<file path="src/rtl/ls_arbiter.sv">
// ls_arbiter: arbitrates the single-port 32KB local store SRAM
// (2048 x 128-bit quadwords) between DMA bursts, the SPU load/store pipe
// and instruction fetch.
//
// Priority: DMA > load/store > fetch. A fetch that has waited IF_STARVE_MAX
// cycles preempts everything when the port is idle. A DMA grant locks the
// port for DMA_BURST consecutive beats.
//
// Ports
//   clk, reset        clock, asynchronous active-low reset
//   dma_*             DMA burst request/grant, write data, done pulse
//   ls_*              load/store request/grant, write data
//   if_*              fetch request/grant
//   rdata, *_rvalid   registered read return, tagged by owner, 2 cycles
//                     after the read grant
//   mem_*             SRAM port (1-cycle read latency, write-first)
module ls_arbiter #(
    parameter int ADDR_W        = 15,
    parameter int QW_IDX_W      = 11,
    parameter int DMA_BURST     = 8,
    parameter int IF_STARVE_MAX = 15
) (
    input  logic                clk,
    input  logic                reset,

    input  logic                dma_req,
    input  logic                dma_we,
    input  logic [0:ADDR_W-1]   dma_addr,
    input  logic [0:127]        dma_wdata,
    output logic                dma_gnt,
    output logic                dma_done,

    input  logic                ls_req,
    input  logic                ls_we,
    input  logic [0:ADDR_W-1]   ls_addr,
    input  logic [0:127]        ls_wdata,
    output logic                ls_gnt,

    input  logic                if_req,
    input  logic [0:ADDR_W-1]   if_addr,
    output logic                if_gnt,

    output logic [0:127]        rdata,
    output logic                dma_rvalid,
    output logic                ls_rvalid,
    output logic                if_rvalid,

    output logic                mem_en,
    output logic                mem_we,
    output logic [0:QW_IDX_W-1] mem_addr,
    output logic [0:127]        mem_wdata,
    input  logic [0:127]        mem_rdata
);

    localparam int CNT_W = (DMA_BURST > 1) ? $clog2(DMA_BURST) : 1;
    localparam logic [CNT_W-1:0] LAST_BEAT = CNT_W'(DMA_BURST - 1);
    localparam logic [3:0]       STARVE_MAX = 4'(IF_STARVE_MAX);

    typedef enum logic {IDLE, BURST} state_e;

    state_e               state_q, state_d;
    logic [CNT_W-1:0]     cnt_q, cnt_d;
    logic [0:QW_IDX_W-1]  base_q, base_d;
    logic                 bwe_q, bwe_d;
    logic [3:0]           starve_q, starve_d;
    // read tag pipe, one-hot {dma, ls, if}
    logic [2:0]           tag_q, tag_d;
    logic [2:0]           rv_q, rv_d;
    logic [0:127]         rdata_q, rdata_d;

    logic                 dma_g, ls_g, if_g, done;

    // byte address -> quadword index (low 4 bits are ignored)
    logic [0:QW_IDX_W-1]  dma_idx, ls_idx, if_idx;
    assign dma_idx = dma_addr[0:QW_IDX_W-1];
    assign ls_idx  = ls_addr[0:QW_IDX_W-1];
    assign if_idx  = if_addr[0:QW_IDX_W-1];

    logic unused_addr_lsb;
    assign unused_addr_lsb = ^{dma_addr[QW_IDX_W:ADDR_W-1],
                               ls_addr[QW_IDX_W:ADDR_W-1],
                               if_addr[QW_IDX_W:ADDR_W-1]};

    always_comb begin
        state_d = state_q;
        cnt_d   = cnt_q;
        base_d  = base_q;
        bwe_d   = bwe_q;
        dma_g   = 1'b0;
        ls_g    = 1'b0;
        if_g    = 1'b0;
        done    = 1'b0;

        // grants are held off while reset is asserted so the SRAM port
        // is quiet immediately, not just after the next edge
        if (reset) begin
            case (state_q)
                IDLE: begin
                    if (if_req && starve_q == STARVE_MAX) begin
                        if_g = 1'b1;
                    end else if (dma_req) begin
                        dma_g  = 1'b1;
                        base_d = dma_idx;
                        bwe_d  = dma_we;
                        if (DMA_BURST == 1) begin
                            done = 1'b1;
                        end else begin
                            cnt_d   = CNT_W'(1);
                            state_d = BURST;
                        end
                    end else if (ls_req) begin
                        ls_g = 1'b1;
                    end else if (if_req) begin
                        if_g = 1'b1;
                    end
                end
                BURST: begin
                    // port is locked; dma_req is not looked at again
                    dma_g = 1'b1;
                    cnt_d = cnt_q + CNT_W'(1);
                    if (cnt_q == LAST_BEAT) begin
                        done    = 1'b1;
                        cnt_d   = '0;
                        state_d = IDLE;
                    end
                end
                default: state_d = IDLE;
            endcase
        end
    end

    // SRAM port mux
    always_comb begin
        mem_en    = dma_g | ls_g | if_g;
        mem_we    = 1'b0;
        mem_addr  = '0;
        mem_wdata = '0;
        if (dma_g) begin
            mem_we    = (state_q == BURST) ? bwe_q : dma_we;
            // index arithmetic is modulo 2048, so bursts wrap 2047 -> 0
            mem_addr  = (state_q == BURST) ? base_q + QW_IDX_W'(cnt_q) : dma_idx;
            mem_wdata = dma_wdata;
        end else if (ls_g) begin
            mem_we    = ls_we;
            mem_addr  = ls_idx;
            mem_wdata = ls_wdata;
        end else if (if_g) begin
            mem_addr  = if_idx;
        end
    end

    // starvation counter and read-return pipe
    always_comb begin
        if (if_req && !if_g) begin
            starve_d = (starve_q == STARVE_MAX) ? starve_q : starve_q + 4'd1;
        end else begin
            starve_d = '0;
        end

        tag_d = (mem_en && !mem_we) ? {dma_g, ls_g, if_g} : 3'b000;
        rv_d  = tag_q;
        // capture SRAM output only when a read is coming back
        rdata_d = (|tag_q) ? mem_rdata : rdata_q;
    end

    always_ff @(posedge clk or negedge reset) begin
        if (!reset) begin
            state_q  <= IDLE;
            cnt_q    <= '0;
            base_q   <= '0;
            bwe_q    <= 1'b0;
            starve_q <= '0;
            tag_q    <= '0;
            rv_q     <= '0;
            rdata_q  <= '0;
        end else begin
            state_q  <= state_d;
            cnt_q    <= cnt_d;
            base_q   <= base_d;
            bwe_q    <= bwe_d;
            starve_q <= starve_d;
            tag_q    <= tag_d;
            rv_q     <= rv_d;
            rdata_q  <= rdata_d;
        end
    end

    assign dma_gnt    = dma_g;
    assign ls_gnt     = ls_g;
    assign if_gnt     = if_g;
    assign dma_done   = done;
    assign dma_rvalid = rv_q[2];
    assign ls_rvalid  = rv_q[1];
    assign if_rvalid  = rv_q[0];
    assign rdata      = rdata_q;

endmodule

</file>
<file path="config.mk">
export PLATFORM = sky130hd
export DESIGN_NAME = ls_arbiter
export DESIGN_NICKNAME = d
export VERILOG_FILES = /design/src/rtl/ls_arbiter.sv
export SDC_FILE = /design/constraint.sdc
export NUM_CORES = 1
export LEC_CHECK = 0
export CORE_AREA = 2 2 277 279
export DETAILED_ROUTE_END_ITERATION = 8
export DIE_AREA = 0 0 279 281
export DONT_BUFFER_PORTS = 1
export GPL_TIMING_DRIVEN = 0
export SLEW_MARGIN = 10
export SYNTH_ARGS = -nofsm -noshare
export SYNTH_HDL_FRONTEND = slang
export SYNTH_SLANG_ARGS = --single-unit
</file>
<file path="constraint.sdc">
create_clock -name clk -period 5.7 [get_ports clk]
set_clock_uncertainty 0.15 [all_clocks]
set_input_delay 1.14 -clock clk [delete_from_list [all_inputs] [get_ports clk]]
set_output_delay 1.14 -clock clk [all_outputs]
set_load 0.05 [all_outputs]
</file>
==> results.txt <==
The flow ran to the end, and the final reports show no timing, DRC or antenna violations. In this run, post-CTS hold repair placed 0 buffers. The cell chosen for the clock root is sky130_fd_sc_hd__clkbuf_16. The net count after synthesis is 1,073. After synthesis, the mean cell area works out to 12.1 µm². The area of the multi-input gates is 0.00355 mm². STA classifies the critical path endpoint as a primary output. The die outline width came out at 279 µm.

Yosys attributes the largest share of cell area to sky130_fd_sc_hd__dfrtp_1, sky130_fd_sc_hd__mux2_2, sky130_fd_sc_hd__a22o_1, sky130_fd_sc_hd__buf_2, sky130_fd_sc_hd__nand2_1. The area inside the core boundary came out at 0.0754 mm². The launch instance of the worst register-to-register path is rv_d[0]$_DFF_PN0_. In this run, placement finished with an instance count of 1,608. The number of top-level pins is 712.

The synthesized netlist cell count came out at 630. The initial antenna violation count came out at 29. Measured on the finished design, the core utilization comes to 0.126. In the final routed layout, each cell accounts on average for 30.8 µm. The fraction of final layout cells with drive strength greater than 1 is 0.317. The starting utilization of the core area is 0.101. In the final design database the tool counted 1,092 nets.

The final total power is 7.03 mW. The power per cell area came out at 738 mW/mm². The data arrival time of the critical path came out at 3.87 ns.

The via count of the routed design came out at 6,003. The share of flip-flops with an asynchronous set or reset came out at 1.00. The count of port buffers added during placement came out at 0. The clock slew seen by the registers of the worst setup and hold paths is 0.08 ns. The H-tree was split into 4 levels. For this run, the top clock speed supported by timing is 194 MHz. In this run, CTS created clock tree buffers numbering 17. The clock net sink count is 154. The floorplan step set the die height to 281 µm. The endpoint identified for the worst register-to-register timing path is rdata[81]$_DFFE_PN0P_.

The post-DP HPWL is 45,500 µm. The iteration count of the initial detailed-routing pass is 4. The required time of the critical path is 4.41 ns. Along the worst path, the maximum fanout reaches 10. The slew at the pin closest to its max-slew limit is 1.24 ns.

The main flop type after synthesis is sky130_fd_sc_hd__dfrtp_1. Summing every instance area after synthesis gives 0.00765 mm². In the global route stage, overall resource usage came out at 0.124. The number of synthesized flops with an enable pin is 0. Entering global routing, the biggest net connects 161 pins. After the flow finishes, the layout carries non-filler instances totaling 1,661. The post-route worst setup slack is 0.541 ns. The share of the Yosys chip area taken by registers is 0.504.

The worst reg-to-reg setup slack came out at 2.89 ns. Setup repair after global routing left no endpoint under its margin. The placement row count is 101. Before CTS, the worst setup slack after placement is 0.522 ns. The count of different cell masters after synthesis is 45. The analysis attributes to cell leakage a power of 3.67 nW. The routed wire length came out at 51,100 µm. The total count of hold-check failures in the final report was 0. The class of the most critical setup path is register to primary output. The number of pins exceeding their max-slew limit in the final report is 0. Max-cap violations in this run came to 0.

The first routing iteration left 329 violations. Setup violations remaining at the end of the flow were counted as 0. The clock passes through at most 2 buffers. After detailed routing, the number of remaining DRC violations is 0. The global placer's final weighted congestion is 0.971.

The number of cells on the worst reg-to-reg path came out at 4. The share of the synthesized area in the top cell type came out at 0.504. Yosys printed 0 warnings. The routed design could run at a clock period as short as 5.16 ns.

The number of antenna-violating nets in the routed design came out at 0. In the finished design, the share of the clock period the worst path needs comes to 0.905. The number of global-route vias before repair came out at 5,974.

The type of the worst min-delay path is input pin to async pin. Synthesis inferred 154 register bits. The relative max-transition margin came out at 0.169. After clock tree synthesis, the setup repair step added 0 buffers. STA classifies the critical path startpoint as a register. The worst supply voltage drop on vdd is 199 µV. Global routing finished with a remaining overflow of 0.

The die outline area is 0.0784 mm². The layout filler cell count is 8,484. The first-pass GRT wire length is 62,000 µm. The library cell occupying the most area in the post-synthesis netlist is sky130_fd_sc_hd__dfrtp_1.

The number of vias per cell came out at 3.61. In the final layout, flip-flops and latches occupy 0.00385 mm². Compared with the post-synthesis result, the final layout area differs by 24.4%. The number of gates given a new drive strength after cts is 0. The clock tree from TritonCTS is built. For the worst-skew pair, the clock arrives at the later sink with an insertion delay of 0.45 ns.
==> sequential cells by signal, summed over array words and instances (netlist names) <==
signal    count
cnt_q         3
rdata       128
state_q       1
base_q       11
starve_q      4
bwe_q         1
rv_q          3
rv_d          3
==> cell usage after synthesis (all sizes together) (5+ instances only) <==
library cell / n
clkbuf: 15
a22o: 128
xor2: 6
nand2: 46
buf: 39
o21ai: 15
nor2: 13
dfrtp: 154
nor3: 5
nand3: 10
mux2: 128
ha: 6
a21oi: 14
inv: 5
==> kinds of logic (layout without fill, tap and decap cells) <==
family,after synthesis,after routing,share of synthesized area
flops,154,154,0.504
mux,131,131,0.192
fa+ha+maj,7,7,0.0124
buf+inv,59,91,0.0358
compound gates,180,180,0.190
simple gates,90,90,0.0551
other cells,0,21,0
xor+xnor,9,9,0.0103
==> per-stage QoR <==
step	hold slack (ns)	area, µm²	TNS [ns]
floorplan	0.205	7650	0
global placement	0.225	8880	-0.132
detailed placement	0.230	8910	0
CTS	0.188	9460	0
global route	0.196	9500	0
finish	0.245	9520	0
==> placed cells by master (no fill, tap or decap), drive strengths merged, types with 10 or more instances in the layout <==
cell,Yosys,layout
a21oi,14,14
a22o,128,128
buf,39,39
clkbuf,15,32
dfrtp,154,154
diode,0,21
inv,5,13
mux2,128,128
nand2,46,46
nand3,10,10
nor2,13,13
o21ai,15,15
==> critical path, stage by stage, from the launching register on <==
cell and delay (ns):
sky130_fd_sc_hd__dfrtp_1 0.41, sky130_fd_sc_hd__ha_1 0.28, sky130_fd_sc_hd__and4_1 0.21, sky130_fd_sc_hd__buf_4 0.16, sky130_fd_sc_hd__a21oi_1 0.09, sky130_fd_sc_hd__nor3b_2 0.44, sky130_fd_sc_hd__buf_2 0.59, sky130_fd_sc_hd__a21oi_1 0.24
sky130_fd_sc_hd__o221ai_1 0.97
==> how the worst max path moves through the flow <==
stage                            start           to  depth (start not counted)  slack [ns]
6_report       starve_q[0]$_DFFE_PN0P_  mem_addr[0]                          8        0.54
2_1_floorplan                   if_req  mem_addr[3]                          7        1.12
5_1_grt        starve_q[0]$_DFFE_PN0P_  mem_addr[9]                          8        0.34
3_3_place_gp                   dma_req  mem_addr[7]                          7       -0.13
4_1_cts        starve_q[0]$_DFFE_PN0P_  mem_addr[0]                          8        0.43
3_5_place_dp                    if_req  mem_addr[0]                          7        0.52
==> layout make-up <==
type | instances | area share
flip-flops and latches | 154 | 0.405
well taps | 978 | 0.129
multi-input cells | 417 | 0.373
clock inverters | 15 | 0.0139
diodes | 21 | 0.00552
plain buffers | 54 | 0.0271
clock buffers | 17 | 0.0447
inverters | 5 | 0.00197
==> power by group <==
part           switching [mW]  internal [mW]  total, mW
sequential               2.09           1.59       3.68
clock                   0.509          0.574       1.08
combinational            1.50          0.759       2.26
==> per-layer routing <==
layer	vias to the layer above	global-route usage	wire (µm)
li1	2431	-	-
met1	2970	0.126	17500
met2	495	0.221	26400
met3	89	0.0525	5220
met4	18	0.0553	1800
met5	-	0	124
Power figures use the tool's default switching activity.
